### config.mk
export PLATFORM = sky130hd
export DESIGN_NAME = fpu_byte_link_flat
export DESIGN_NICKNAME = d
export VERILOG_FILES = /design/src/rtl/fpu_byte_link_if.sv /design/src/rtl/fpu_byte_link.sv /design/src/flat_wrapper.sv
export SDC_FILE = /design/constraint.sdc
export NUM_CORES = 1
export LEC_CHECK = 0
export CORE_MARGIN = 2
export CORE_UTILIZATION = 48
export CTS_CLUSTER_DIAMETER = 100
export DETAILED_ROUTE_END_ITERATION = 10
export PLACE_DENSITY = 0.8
export SKIP_CTS_REPAIR_TIMING = 1
export SYNTH_ARGS = -nofsm -noshare
export SYNTH_HDL_FRONTEND = slang
export SYNTH_SLANG_ARGS = --single-unit
### constraint.sdc
create_clock -name clk -period 8.3 [get_ports clk]
set_clock_uncertainty 0.2 [all_clocks]
set_input_delay 2.075 -clock clk [delete_from_list [all_inputs] [get_ports clk]]
set_output_delay 2.075 -clock clk [all_outputs]
set_load 0.05 [all_outputs]
### src/rtl/fpu_byte_link_if.sv
`default_nettype none
// ============================================================================
// Module      : fpu_byte_link_if
// Description : Bundle of the byte-stream, operand, result and status signals
//               of the byte-serial FPU bridge.
//               master : the bridge itself (fpu_byte_link)
//               slave  : pads, FPU core and status consumer around it
//               Signals:
//                 flush            abort the frame in progress
//                 in_byte/valid/ready   inbound byte stream
//                 ops/ops_valid/ready   operand frame towards the core
//                 res/res_valid/ready   result from the core
//                 out_byte/valid/ready  outbound byte stream
//                 frames_done      completed-frame counter (wraps)
// Revision    : 1.0 - initial release
// ============================================================================
interface fpu_byte_link_if #(
    parameter int NUM_OPS   = 4,
    parameter int OP_WIDTH  = 32,
    parameter int RES_WIDTH = 32
);
    logic                          flush;
    logic [7:0]                    in_byte;
    logic                          in_valid;
    logic                          in_ready;
    logic [NUM_OPS*OP_WIDTH-1:0]   ops;
    logic                          ops_valid;
    logic                          ops_ready;
    logic [RES_WIDTH-1:0]          res;
    logic                          res_valid;
    logic                          res_ready;
    logic [7:0]                    out_byte;
    logic                          out_valid;
    logic                          out_ready;
    logic [7:0]                    frames_done;

    modport master (
        input  flush,
        input  in_byte,
        input  in_valid,
        output in_ready,
        output ops,
        output ops_valid,
        input  ops_ready,
        input  res,
        input  res_valid,
        output res_ready,
        output out_byte,
        output out_valid,
        input  out_ready,
        output frames_done
    );

    modport slave (
        output flush,
        output in_byte,
        output in_valid,
        input  in_ready,
        input  ops,
        input  ops_valid,
        output ops_ready,
        output res,
        output res_valid,
        input  res_ready,
        input  out_byte,
        input  out_valid,
        output out_ready,
        input  frames_done
    );
endinterface
`default_nettype wire

### src/rtl/fpu_byte_link.sv
`default_nettype none
// ============================================================================
// Module      : fpu_byte_link
// Description : Byte-serial bridge between an 8-bit pad stream and an FPU
//               datapath core. Assembles NUM_OPS operands from inbound bytes,
//               offers them to the core with valid/ready, captures the core
//               result and streams it back out MSB byte first.
//               Ports:
//                 clk  - single clock, rising edge
//                 rst  - asynchronous active-high reset
//                 bus  - fpu_byte_link_if.master (streams, operands, result,
//                        flush and frame counter)
// Revision    : 1.0 - initial release
// ============================================================================
module fpu_byte_link #(
    parameter int NUM_OPS   = 4,
    parameter int OP_WIDTH  = 32,
    parameter int RES_WIDTH = 32
) (
    input  wire logic        clk,
    input  wire logic        rst,
    fpu_byte_link_if.master  bus
);

    localparam int c_ops_w     = NUM_OPS * OP_WIDTH;
    localparam int c_in_bytes  = c_ops_w / 8;
    localparam int c_out_bytes = RES_WIDTH / 8;
    localparam int c_max_bytes = (c_in_bytes > c_out_bytes) ? c_in_bytes : c_out_bytes;
    localparam int c_cnt_w     = $clog2(c_max_bytes + 1);

    localparam logic [c_cnt_w-1:0] c_in_last  = c_cnt_w'(c_in_bytes - 1);
    localparam logic [c_cnt_w-1:0] c_out_last = c_cnt_w'(c_out_bytes - 1);

    typedef enum logic [1:0] {
        S_LOAD     = 2'd0,
        S_ISSUE    = 2'd1,
        S_WAIT_RES = 2'd2,
        S_SEND     = 2'd3
    } state_t;

    state_t                 r_state;
    state_t                 w_next_state;
    logic [c_cnt_w-1:0]     r_cnt;
    logic [c_ops_w-1:0]     r_ops;
    logic [RES_WIDTH-1:0]   r_res;
    logic [7:0]             r_frames;

    logic                   w_in_fire;
    logic                   w_res_fire;
    logic                   w_out_fire;
    logic                   w_cnt_clr;
    logic                   w_frame_done;
    logic [c_ops_w-1:0]     w_ops_shift;
    logic [RES_WIDTH-1:0]   w_res_shift;

    // Shift paths; a single-byte register degenerates to a plain load / clear.
    if (c_ops_w > 8) begin : g_ops_wide
        assign w_ops_shift = {r_ops[c_ops_w-9:0], bus.in_byte};
    end else begin : g_ops_byte
        assign w_ops_shift = bus.in_byte;
    end

    if (RES_WIDTH > 8) begin : g_res_wide
        assign w_res_shift = {r_res[RES_WIDTH-9:0], 8'h00};
    end else begin : g_res_byte
        assign w_res_shift = '0;
    end

    // ------------------------------------------------------------------------
    // Next-state and handshake qualification. Flush overrides every
    // handshake, so no byte or result is taken in a flush cycle.
    // ------------------------------------------------------------------------
    always_comb begin
        w_next_state = r_state;
        w_in_fire    = 1'b0;
        w_res_fire   = 1'b0;
        w_out_fire   = 1'b0;
        w_cnt_clr    = 1'b0;
        w_frame_done = 1'b0;

        if (bus.flush) begin
            w_next_state = S_LOAD;
            w_cnt_clr    = 1'b1;
        end else begin
            case (r_state)
                S_LOAD: begin
                    if (bus.in_valid) begin
                        w_in_fire = 1'b1;
                        if (r_cnt == c_in_last) begin
                            w_next_state = S_ISSUE;
                            w_cnt_clr    = 1'b1;
                        end
                    end
                end
                S_ISSUE: begin
                    if (bus.ops_ready) begin
                        w_next_state = S_WAIT_RES;
                    end
                end
                S_WAIT_RES: begin
                    if (bus.res_valid) begin
                        w_res_fire   = 1'b1;
                        w_next_state = S_SEND;
                    end
                end
                S_SEND: begin
                    if (bus.out_ready) begin
                        w_out_fire = 1'b1;
                        if (r_cnt == c_out_last) begin
                            w_next_state = S_LOAD;
                            w_cnt_clr    = 1'b1;
                            w_frame_done = 1'b1;
                        end
                    end
                end
                default: begin
                    w_next_state = S_LOAD;
                    w_cnt_clr    = 1'b1;
                end
            endcase
        end
    end

    // ------------------------------------------------------------------------
    // State register
    // ------------------------------------------------------------------------
    always_ff @(posedge clk or posedge rst) begin
        if (rst) begin
            r_state <= S_LOAD;
        end else begin
            r_state <= w_next_state;
        end
    end

    // ------------------------------------------------------------------------
    // Datapath registers. The operand register is only ever overwritten by
    // new bytes, so the last complete frame stays visible on ops.
    // ------------------------------------------------------------------------
    always_ff @(posedge clk or posedge rst) begin
        if (rst) begin
            r_cnt    <= '0;
            r_ops    <= '0;
            r_res    <= '0;
            r_frames <= 8'h00;
        end else begin
            if (w_cnt_clr) begin
                r_cnt <= '0;
            end else if (w_in_fire || w_out_fire) begin
                r_cnt <= r_cnt + 1'b1;
            end

            if (w_in_fire) begin
                r_ops <= w_ops_shift;
            end

            if (w_res_fire) begin
                r_res <= bus.res;
            end else if (w_out_fire) begin
                r_res <= w_res_shift;
            end

            if (w_frame_done) begin
                r_frames <= r_frames + 8'd1;
            end
        end
    end

    // Handshake outputs are pure state decodes: no input-to-output paths.
    assign bus.in_ready    = (r_state == S_LOAD);
    assign bus.ops_valid   = (r_state == S_ISSUE);
    assign bus.res_ready   = (r_state == S_WAIT_RES);
    assign bus.out_valid   = (r_state == S_SEND);
    assign bus.ops         = r_ops;
    assign bus.out_byte    = r_res[RES_WIDTH-1 -: 8];
    assign bus.frames_done = r_frames;

endmodule
`default_nettype wire

### src/flat_wrapper.sv
// flat-port wrapper written by rule: the top's interface ports become plain ports
module fpu_byte_link_flat 
#(
    parameter int NUM_OPS   = 4,
    parameter int OP_WIDTH  = 32,
    parameter int RES_WIDTH = 32
)
  (clk, rst, bus_flush, bus_in_byte, bus_in_valid, bus_in_ready, bus_ops, bus_ops_valid, bus_ops_ready, bus_res, bus_res_valid, bus_res_ready, bus_out_byte, bus_out_valid, bus_out_ready, bus_frames_done);
  fpu_byte_link_if #(.NUM_OPS(NUM_OPS), .OP_WIDTH(OP_WIDTH), .RES_WIDTH(RES_WIDTH)) bus_i ();
  input  wire logic clk;
  input  wire logic rst;
  input wire logic [$bits(bus_i.flush)-1:0] bus_flush;
  input wire logic [$bits(bus_i.in_byte)-1:0] bus_in_byte;
  input wire logic [$bits(bus_i.in_valid)-1:0] bus_in_valid;
  output wire logic [$bits(bus_i.in_ready)-1:0] bus_in_ready;
  output wire logic [$bits(bus_i.ops)-1:0] bus_ops;
  output wire logic [$bits(bus_i.ops_valid)-1:0] bus_ops_valid;
  input wire logic [$bits(bus_i.ops_ready)-1:0] bus_ops_ready;
  input wire logic [$bits(bus_i.res)-1:0] bus_res;
  input wire logic [$bits(bus_i.res_valid)-1:0] bus_res_valid;
  output wire logic [$bits(bus_i.res_ready)-1:0] bus_res_ready;
  output wire logic [$bits(bus_i.out_byte)-1:0] bus_out_byte;
  output wire logic [$bits(bus_i.out_valid)-1:0] bus_out_valid;
  input wire logic [$bits(bus_i.out_ready)-1:0] bus_out_ready;
  output wire logic [$bits(bus_i.frames_done)-1:0] bus_frames_done;
  assign bus_i.flush = bus_flush;
  assign bus_i.in_byte = bus_in_byte;
  assign bus_i.in_valid = bus_in_valid;
  assign bus_in_ready = bus_i.in_ready;
  assign bus_ops = bus_i.ops;
  assign bus_ops_valid = bus_i.ops_valid;
  assign bus_i.ops_ready = bus_ops_ready;
  assign bus_i.res = bus_res;
  assign bus_i.res_valid = bus_res_valid;
  assign bus_res_ready = bus_i.res_ready;
  assign bus_out_byte = bus_i.out_byte;
  assign bus_out_valid = bus_i.out_valid;
  assign bus_i.out_ready = bus_out_ready;
  assign bus_frames_done = bus_i.frames_done;
  fpu_byte_link #(.NUM_OPS(NUM_OPS), .OP_WIDTH(OP_WIDTH), .RES_WIDTH(RES_WIDTH)) u_core (.clk(clk), .rst(rst), .bus(bus_i));
endmodule
==> impl_metrics.yaml, run 1 <==
floorplan:
  die_w_um: 125
  row_count: 44
  die_h_um: 125
  design.core.area_um2: 14400
  initial_core_util_pct: 48.7
  io_pins: 195
  die_area_um2: 15600
sta:
  max_freq_mhz: 209
  relSlewSlack_pct: 31.7
  whs_ns: 0.279
  timing.final.ws_setup_ns: 3.51
  setup_tns_ns: 0
  tightest_slew_ns: 1.02
  fin_crit_sh_pct: 57.7
  slew_violations: 0
  hold_viol_final: 0
  period_minus_slack_ns: 4.79
  setup_violations: 0
  rsz0062_at_grt: "no"
logic_synthesis:
  synth_edf_count: 0
  netlist_area_um2: 7030
  avgSynthCellArea_um2: 14.6
  ys_seq_elements: 175
  ys.flop_type: "dfrtp_1"
  yosysMostFrequentCell: "dfrtp_1"
  syn-num-nets: 537
  synth.top_cells.by_count: "175 x dfrtp_1, 129 x mux2_2, 33 x nand2_1"
  synthCells: 482
  synth_top_family_by_area: "multiplexers"
  netlist.area_leader.share_pct: 62.3
  yosys.area_share.xor_xnor_pct: 1.25
  synth_mux_area_share_pct: 24.2
  synth-seq-area-share_pct: 62.3
  ys_types: 33
  synth-compound-area-share_pct: 3.84
  synth_top_cell_by_area: "dfrtp_1"
  synthAdderAreaFrac_pct: 1.42
  yosys.area_share.simple_pct: 3.74
  synthTopCellsByArea: "dfrtp_1 62%, mux2_2 21%, mux2i_1 3.6%"
  synthArstFlopShare_pct: 100
  ys_warn_count: 0
grt:
  track_usage_pct: 18.4
  gr-total-overflow: 0
  grt_pass1_vias: 4469
  antenna_found_initial: 0
  grt_max_degree: 95
  grt_pass1_wl_mm: 23.2
setup_path:
  worst_ep_required_time_ns: 8.40
  r2r-end: "u_core.bus.ops[22]$_DFFE_PP0P_"
  critPathKind: "in -> reg"
  r2r_start: "u_core.r_state[0]$_DFFE_PP0P_"
  ff2ff_setup_slack_ns: 5.23
  rr_worst_depth: 5
  arrival_ns: 4.88
  end_kind: "register"
  critPathMaxFanout: 71
  cp-start-kind: "input port"
power:
  p_per_area_nw_per_um2: 404
  leakage_uw: 0.00418
  peakVddDrop_v: 0.000177
drt:
  antenna_left: 0
  drtIter0Drc: 234
  drc: 0
  wl_per_cell_um: 16.1
  route.vias.total: 4397
  routed_wl_mm: 13.9
  drt-pass1-iter-count: 4
  viasPerCell: 5.10
placement:
  io_buffers: 194
  gp_congestion: 0.769
  hpwl_mm: 9.74
  place_area_um2: 9040
  post-place-ws_ns: 3.11
clock_tree:
  h-tree-depth: 4
  clock_sinks: 175
  cts_root_buf: "clkbuf_16"
  clk_pin_slew_ns: 0.06
  cts-buffers-inserted: 17
  clkLatencyLatePin_ns: 0.42
  cts_tree: "built"
  clock_path_buffers: 2
min_path:
  holdCritStartpoint: "u_core.r_res[14]$_DFFE_PP0P_"
  hold_path_class: "reg -> reg"
  worstHoldPathCells: 2
  worst_hold_path.endpoint: "u_core.r_res[14]$_DFFE_PP0P_"
final_layout:
  layout-drive-gt1-share_pct: 24.6
  area_growth_pct: 37.0
  num_antenna_cells: 0
  nets: 721
  nFillCells: 1071
  design_area_um2: 9630
outcome:
  outcome: "completed"
job:
  drv_cap: 0
[how the worst max path moves through the flow]
stage / to / start / cells after the start
floorplan: u_core.bus.frames_done[0]$_DFFE_PP0P_ / rst / 1
global placement: u_core.bus.ops[84]$_DFFE_PP0P_ / bus_flush / 5
detailed placement: u_core.bus.ops[39]$_DFFE_PP0P_ / bus_flush / 5
CTS: u_core.bus.ops[39]$_DFFE_PP0P_ / bus_flush / 5
global route: u_core.bus.ops[22]$_DFFE_PP0P_ / bus_flush / 5
finish: u_core.bus.ops[22]$_DFFE_PP0P_ / bus_flush / 5
[layer usage]
metal | track usage [%] | part of all wire (%) | vias to the layer above
li1 | - | - | 2077
met1 | 24.1 | 44 | 2149
met2 | 29.2 | 48 | 153
met3 | 6.33 | 7.3 | 18
met4 | 5.82 | 1.2 | 0
met5 | 0 | 0 | -
[through the flow]
| step | util (%) | total power, µW | std cells |
|---|---|---|---|
| global route | 66.8 | 4050 | 863 |
| floorplan | - | 2460 | 482 |
| finish | 66.8 | 3890 | 863 |
| global placement | 62.7 | 3080 | 831 |
| CTS | 66.8 | 3930 | 863 |
| detailed placement | 62.7 | 3130 | 831 |
[registers in the layout, summed over array words and instances, names as in the netlist]
signal	cells
u_core.bus.ops	128
u_core.r_res	32
u_core.r_cnt	5
u_core.bus.frames_done	8
u_core.r_state	2
[cells in the final DEF (no fill, tap or decap), drive strengths merged, types with 2 or more instances in the layout]
master,netlist,final
a21oi,2,2
a22o,8,8
and3,4,4
buf,29,3
bufinv,0,3
clkbuf,3,21
clkdlybuf4s50,0,194
clkinv,0,7
dfrtp,175,175
ha,8,8
inv,6,6
mux2,129,129
mux2i,25,25
nand2,33,33
nand3,2,2
nand4,4,4
nor2,6,6
nor3b,2,2
o21ai,26,26
xnor2,9,9
[critical path, cell delays in order]
cell,delay [ns]
clkdlybuf4s50_1,0.69
inv_1,0.21
nand3_4,0.67
buf_4,0.70
mux2_2,0.42
[area by class of cell]
cell class,instances,area [µm²],area share [%]
Clock buffer,21,450,4.68
Tap cell,184,230,2.39
Clock inverter,11,140,1.45
Multi-Input combinational cell,269,2440,25.3
Inverter,6,27.5,0.286
Sequential cell,175,4380,45.5
Timing Repair Buffer,197,1960,20.4
[report_power, final]
part / total (µW) / switching, µW / internal [µW]
combinational: 1790 / 1150 / 638
sequential: 1300 / 191 / 1110
clock: 794 / 314 / 480
total: 3890 / 1660 / 2230
[cells by family (layout without fill, tap and decap cells)]
logic type | Yosys count | after routing
buffers and inverters | 38 | 235
and+or+nand+nor | 54 | 54
adders and majority gates | 8 | 8
muxes | 154 | 154
AOI/OAI and AO/OA | 43 | 43
DFF | 175 | 175
xor gates and xnor gates | 10 | 10
(Power assumes the default switching activity.)
==> run 2, diff against run 1 <==
==> constraint.sdc (replaced) <==
create_clock -name clk -period 4.96 [get_ports clk]
set_clock_uncertainty 0.2 [all_clocks]
set_input_delay 1.24 -clock clk [delete_from_list [all_inputs] [get_ports clk]]
set_output_delay 1.24 -clock clk [all_outputs]
set_load 0.05 [all_outputs]
==> run 2 against run 1 <==
Design area fell by 0.14%. Clock power rose by 55%. Count of clock-buffer cells in the layout fell by 1. Sequential share of layout area rose by 0.065 points. Utilization fell by 0.095 points. Largest cell class unchanged. Largest power group unchanged. Highest routed layer unchanged.
==> impl_metrics.yaml, run 2 (synthesis results as in run 1) <==
final_layout:
  final_common_cell: "clkdlybuf4s50_1"
  final_cell_mix: "194 x clkdlybuf4s50_1, 175 x dfrtp_1, 129 x mux2_2"
  num_antenna_cells: 0
  nets: 722
  design_area_um2: 9620
  largest_reg_flops: 128
  layout-drive-gt1-share_pct: 24.6
  fin_util_pct: 66.7
  area_growth_pct: 36.8
setup_path:
  end_kind: "output port"
  critPathMaxFanout: 5
  r2r-end: "u_core.bus.ops[23]$_DFFE_PP0P_"
  r2r_start: "u_core.r_state[0]$_DFFE_PP0P_"
  rr_worst_depth: 5
  cp_slowest_cell: "clkdlybuf4s50_1"
  arrival_ns: 2.13
  cp_num_buf_inv: 2
  critPathKind: "reg -> out"
  crit_chain: "inv_1 > ha_1 > clkdlybuf4s50_1"
  cp-start-kind: "register"
  cpPeakStageDelay_ns: 0.85
  path_delay_family: "buffers and inverters"
  ff2ff_setup_slack_ns: 2.48
  worst_ep_required_time_ns: 3.52
drt:
  drtIter0Drc: 229
  wl_per_cell_um: 16.2
  routed_wl_mm: 14.0
  drt-pass1-iter-count: 4
  route.vias.total: 4361
  drc: 0
  antenna_left: 0
  viasPerCell: 5.05
sta:
  setup_tns_ns: 0
  hold_viol_final: 0
  relSlewSlack_pct: 30.2
  setup_violations: 0
  period_minus_slack_ns: 3.57
  whs_ns: 0.271
  max_freq_mhz: 280
  rsz0062_at_grt: "no"
  tightest_slew_ns: 1.04
  fin_crit_sh_pct: 72.0
  slew_violations: 0
min_path:
  holdCritStartpoint: "u_core.bus.frames_done[7]$_DFFE_PP0P_"
  worstHoldPathCells: 1
  worst_hold_path.endpoint: "u_core.bus.frames_done[7]$_DFFE_PP0P_"
  hold_path_class: "reg -> reg"
grt:
  track_usage_pct: 18.5
  antenna_found_initial: 0
  grt_pass1_wl_mm: 23.1
  grt_max_degree: 176
  grt_pass1_vias: 4524
  gr-total-overflow: 0
clock_tree:
  clkLatencyLatePin_ns: 0.42
  clk_pin_slew_ns: 0.06
  cts-buffers-inserted: 17
  clock_path_buffers: 2
  cts_tree: "built"
  clock_sinks: 175
  cts_root_buf: "clkbuf_16"
  h-tree-depth: 4
power:
  p_per_area_nw_per_um2: 667
  peakVddDrop_v: 0.000319
  leakage_uw: 0.00415
floorplan:
  design.core.area_um2: 14400
  io_pins: 195
  initial_core_util_pct: 48.7
  die_h_um: 125
  row_count: 44
  die_w_um: 125
  die_area_um2: 15600
outcome:
  outcome: "completed"
placement:
  io_buffers: 194
  gp_congestion: 0.768
  place_area_um2: 9070
  hpwl_mm: 9.64
job:
  drv_cap: 0
run 2: cell count changes in the layout (fill, tap and decap cells not counted), sizes merged:
| cell | before | now |
|---|---|---|
| buf | 3 | 4 |
| bufinv | 3 | 1 |
| clkbuf | 21 | 20 |
| clkinv | 7 | 3 |
| clkinvlp | 1 | 5 |
| inv | 6 | 8 |
run 2: layer usage:
layer / part of all wire [%] / wire length (µm) / vias up / global-route usage [%]
li1: - / - / 2066 / -
met1: 44 / 6140 / 2131 / 23.7
met2: 47 / 6590 / 148 / 28.7
met3: 7.3 / 1030 / 16 / 6.89
met4: 1.6 / 227 / 0 / 7.25
met5: 0 / 0 / - / 0
run 2: final cells by class:
class | count | area (µm²)
fill | 1074 | 4800
inverter | 6 | 26.3
tap | 184 | 230
sequential | 175 | 4380
clock buffer | 20 | 437
timing repair buffer | 198 | 2000
multi-input combinational | 269 | 2440
clock inverter | 11 | 109
run 2: worst max path at each step:
stage                                        startpoint                               endpoint  slack [ns]  cells past startpoint
after floorplan                                     rst  u_core.bus.frames_done[0]$_DFFE_PP0P_        1.28                      1
after global placement                        bus_flush        u_core.bus.ops[119]$_DFFE_PP0P_        1.28                      5
after detailed placement                      bus_flush        u_core.bus.ops[114]$_DFFE_PP0P_        1.22                      5
after CTS                 u_core.r_state[0]$_DFFE_PP0P_                           bus_in_ready        1.37                      3
after global routing      u_core.r_state[1]$_DFFE_PP0P_                           bus_in_ready        1.29                      3
final                     u_core.r_state[0]$_DFFE_PP0P_                           bus_in_ready        1.39                      3
run 2: metrics by stage:
stage	std cells	worst slack (ns)	total power (µW)
finish	863	1.39	6410
global route	863	1.29	6690
CTS	863	1.37	6490
detailed placement	832	1.22	5230
global placement	832	1.28	5160
floorplan	482	1.28	4120
run 2: where the power goes:
part / switching (µW) / total, µW / leakage [µW] / internal, µW
combinational: 1930 / 3000 / 0.00165 / 1070
sequential: 323 / 2190 / 0.00225 / 1860
clock: 536 / 1230 / 0.000253 / 692
==> run 3, diff against run 2 <==
--- a/config.mk
+++ b/config.mk
@@ -6,10 +6,10 @@
 export NUM_CORES = 1
 export LEC_CHECK = 0
 export CORE_MARGIN = 2
-export CORE_UTILIZATION = 48
+export CORE_UTILIZATION = 43
 export CTS_CLUSTER_DIAMETER = 100
 export DETAILED_ROUTE_END_ITERATION = 10
-export PLACE_DENSITY = 0.8
+export PLACE_DENSITY = 0.76
 export SKIP_CTS_REPAIR_TIMING = 1
 export SYNTH_ARGS = -nofsm -noshare
 export SYNTH_HDL_FRONTEND = slang
==> constraint.sdc (replaced) <==
create_clock -name clk -period 3 [get_ports clk]
set_clock_uncertainty 0.2 [all_clocks]
set_input_delay 0.75 -clock clk [delete_from_list [all_inputs] [get_ports clk]]
set_output_delay 0.75 -clock clk [all_outputs]
set_load 0.05 [all_outputs]
==> run 3 against run 2 <==
Final cell count rose by 4.4%. Design area rose by 2.0%. Count of clock-buffer cells in the layout fell by 2. Largest cell class unchanged. Largest power group unchanged.
==> impl_metrics.yaml, run 3 (synthesis results as in run 1) <==
final_layout:
  nets: 727
  area_growth_pct: 39.6
  num_antenna_cells: 0
  layout-drive-gt1-share_pct: 25.7
  final_cell_mix: "192 x clkdlybuf4s50_1, 175 x dfrtp_1, 129 x mux2_2"
  final_common_cell: "clkdlybuf4s50_1"
  nFillCells: 1226
  largest_reg_flops: 128
  design_area_um2: 9820
setup_path:
  worst_ep_required_time_ns: 2.05
  critPathMaxFanout: 6
  end_kind: "output port"
  cp-start-kind: "register"
  cpPeakStageDelay_ns: 0.84
  arrival_ns: 1.95
  crit_chain: "ha_1 > clkdlybuf4s50_1"
  critPathKind: "reg -> out"
  cp_slowest_cell: "clkdlybuf4s50_1"
sta:
  relSlewSlack_pct: 60.7
  fin_crit_sh_pct: 96.6
  slew_violations: 0
  max_freq_mhz: 345
  setup_tns_ns: 0
  timing.final.ws_setup_ns: 0.102
  tightest_slew_ns: 0.583
  period_minus_slack_ns: 2.90
  hold_viol_final: 0
  rsz0062_at_grt: "no"
  setup_violations: 0
clock_tree:
  clkLatencyLatePin_ns: 0.42
  clock_path_buffers: 2
  cts_root_buf: "clkbuf_16"
  cts_tree: "built"
  clk_pin_slew_ns: 0.07
  cts-buffers-inserted: 17
  h-tree-depth: 4
  clock_sinks: 175
grt:
  grt_max_degree: 84
  grt.met1_usage_pct: 22.4
  grt_util_met3_pct: 5.92
  gr-total-overflow: 0
  grt_pass1_vias: 4523
  gr-max-usage-layer: "met2"
  track_usage_pct: 17.2
  grt_pass1_wl_mm: 23.9
  gr-usage-met2_pct: 27.5
  antenna_found_initial: 0
drt:
  antenna_left: 0
  drtIter0Drc: 176
  drc: 0
  viasPerCell: 4.93
  drt-pass1-iter-count: 4
  routed_wl_mm: 14.4
  wl_per_cell_um: 16.0
  route.vias.total: 4444
placement:
  gp_congestion: 0.773
  io_buffers: 194
  hpwl_mm: 10.3
  place_area_um2: 9210
  post-place-ws_ns: 0.381
floorplan:
  die_h_um: 132
  initial_core_util_pct: 44.1
  row_count: 46
  io_pins: 195
  die_w_um: 132
  die_area_um2: 17400
  design.core.area_um2: 15900
outcome:
  outcome: "completed"
power:
  netSwitchingPower_uw: 4690
  seq_power_share_pct: 33.6
  netSwitchingFraction_pct: 43.4
  p_per_area_nw_per_um2: 1100
  peakVddDrop_v: 0.000565
  leakage_uw: 0.00425
  combPwrFrac_pct: 46.0
  p_int_uw: 6120
  p_clk_share_pct: 20.4
job:
  drv_cap: 0
min_path:
  hold_path_class: "reg -> reg"
==> run 3: path summary, 6_finish.rpt <==
| path | depth (start not counted) | slack [ns] | start | end |
|---|---|---|---|---|
| worst max register to register | 7 | 0.84 | u_core.r_cnt[0]$_DFFE_PP0P_ | u_core.r_cnt[4]$_DFFE_PP0P_ |
| worst min register to register | 1 | 0.27 | u_core.bus.frames_done[7]$_DFFE_PP0P_ | u_core.bus.frames_done[7]$_DFFE_PP0P_ |
| worst min-delay path | 1 | 0.27 | u_core.bus.frames_done[7]$_DFFE_PP0P_ | u_core.bus.frames_done[7]$_DFFE_PP0P_ |
| max in group asynchronous | 3 | 1.59 | rst | u_core.bus.ops[45]$_DFFE_PP0P_ |
| min in group asynchronous | 3 | 0.61 | rst | u_core.r_res[28]$_DFFE_PP0P_ |
| worst max-delay path | 2 | 0.10 | u_core.r_state[0]$_DFFE_PP0P_ | bus_out_valid |
==> run 3: worst max-delay path, delay by kind of cell, from the launching register on <==
kind | cells | cell delay (ns)
fa+ha+maj | 1 | 0.28
buf+inv | 1 | 0.84
flops | 1 | 0.40
==> run 3: final cells by class <==
cell class / count / area [µm²] / area share (%)
Clock buffer: 18 / 439 / 4.47
Clock inverter: 14 / 158 / 1.61
Inverter: 6 / 26.3 / 0.268
Multi-Input combinational cell: 269 / 2440 / 24.9
Sequential cell: 175 / 4380 / 44.6
Tap cell: 216 / 270 / 2.75
Timing Repair Buffer: 203 / 2100 / 21.4
==> run 3: power groups by stage <==
stage               logic (µW)  clock network (µW)  registers (µW)
finish                    4970                2200            3640
floorplan                  739                   0            6070
CTS                       5020                2250            3650
detailed placement        5000                   0            3690
global route              5140                2370            3750
global placement          4950                   0            3620
==> run 3: metrics by stage <==
step | hold slack [ns] | util, % | instances | total power, µW
after detailed placement | 0.268 | 57.8 | 869 | 8690
final | 0.269 | 61.6 | 901 | 10800
after global routing | 0.300 | 61.6 | 901 | 11300
after floorplan | 0.249 | - | 482 | 6810
after global placement | 0.261 | 57.8 | 869 | 8580
after CTS | 0.276 | 61.5 | 901 | 10900
==> run 3: per-layer routing <==
layer	wire (µm)	part of all wire [%]
met4	119	0.83
met2	6940	48
met5	0	0
met1	6450	45
met3	874	6.1
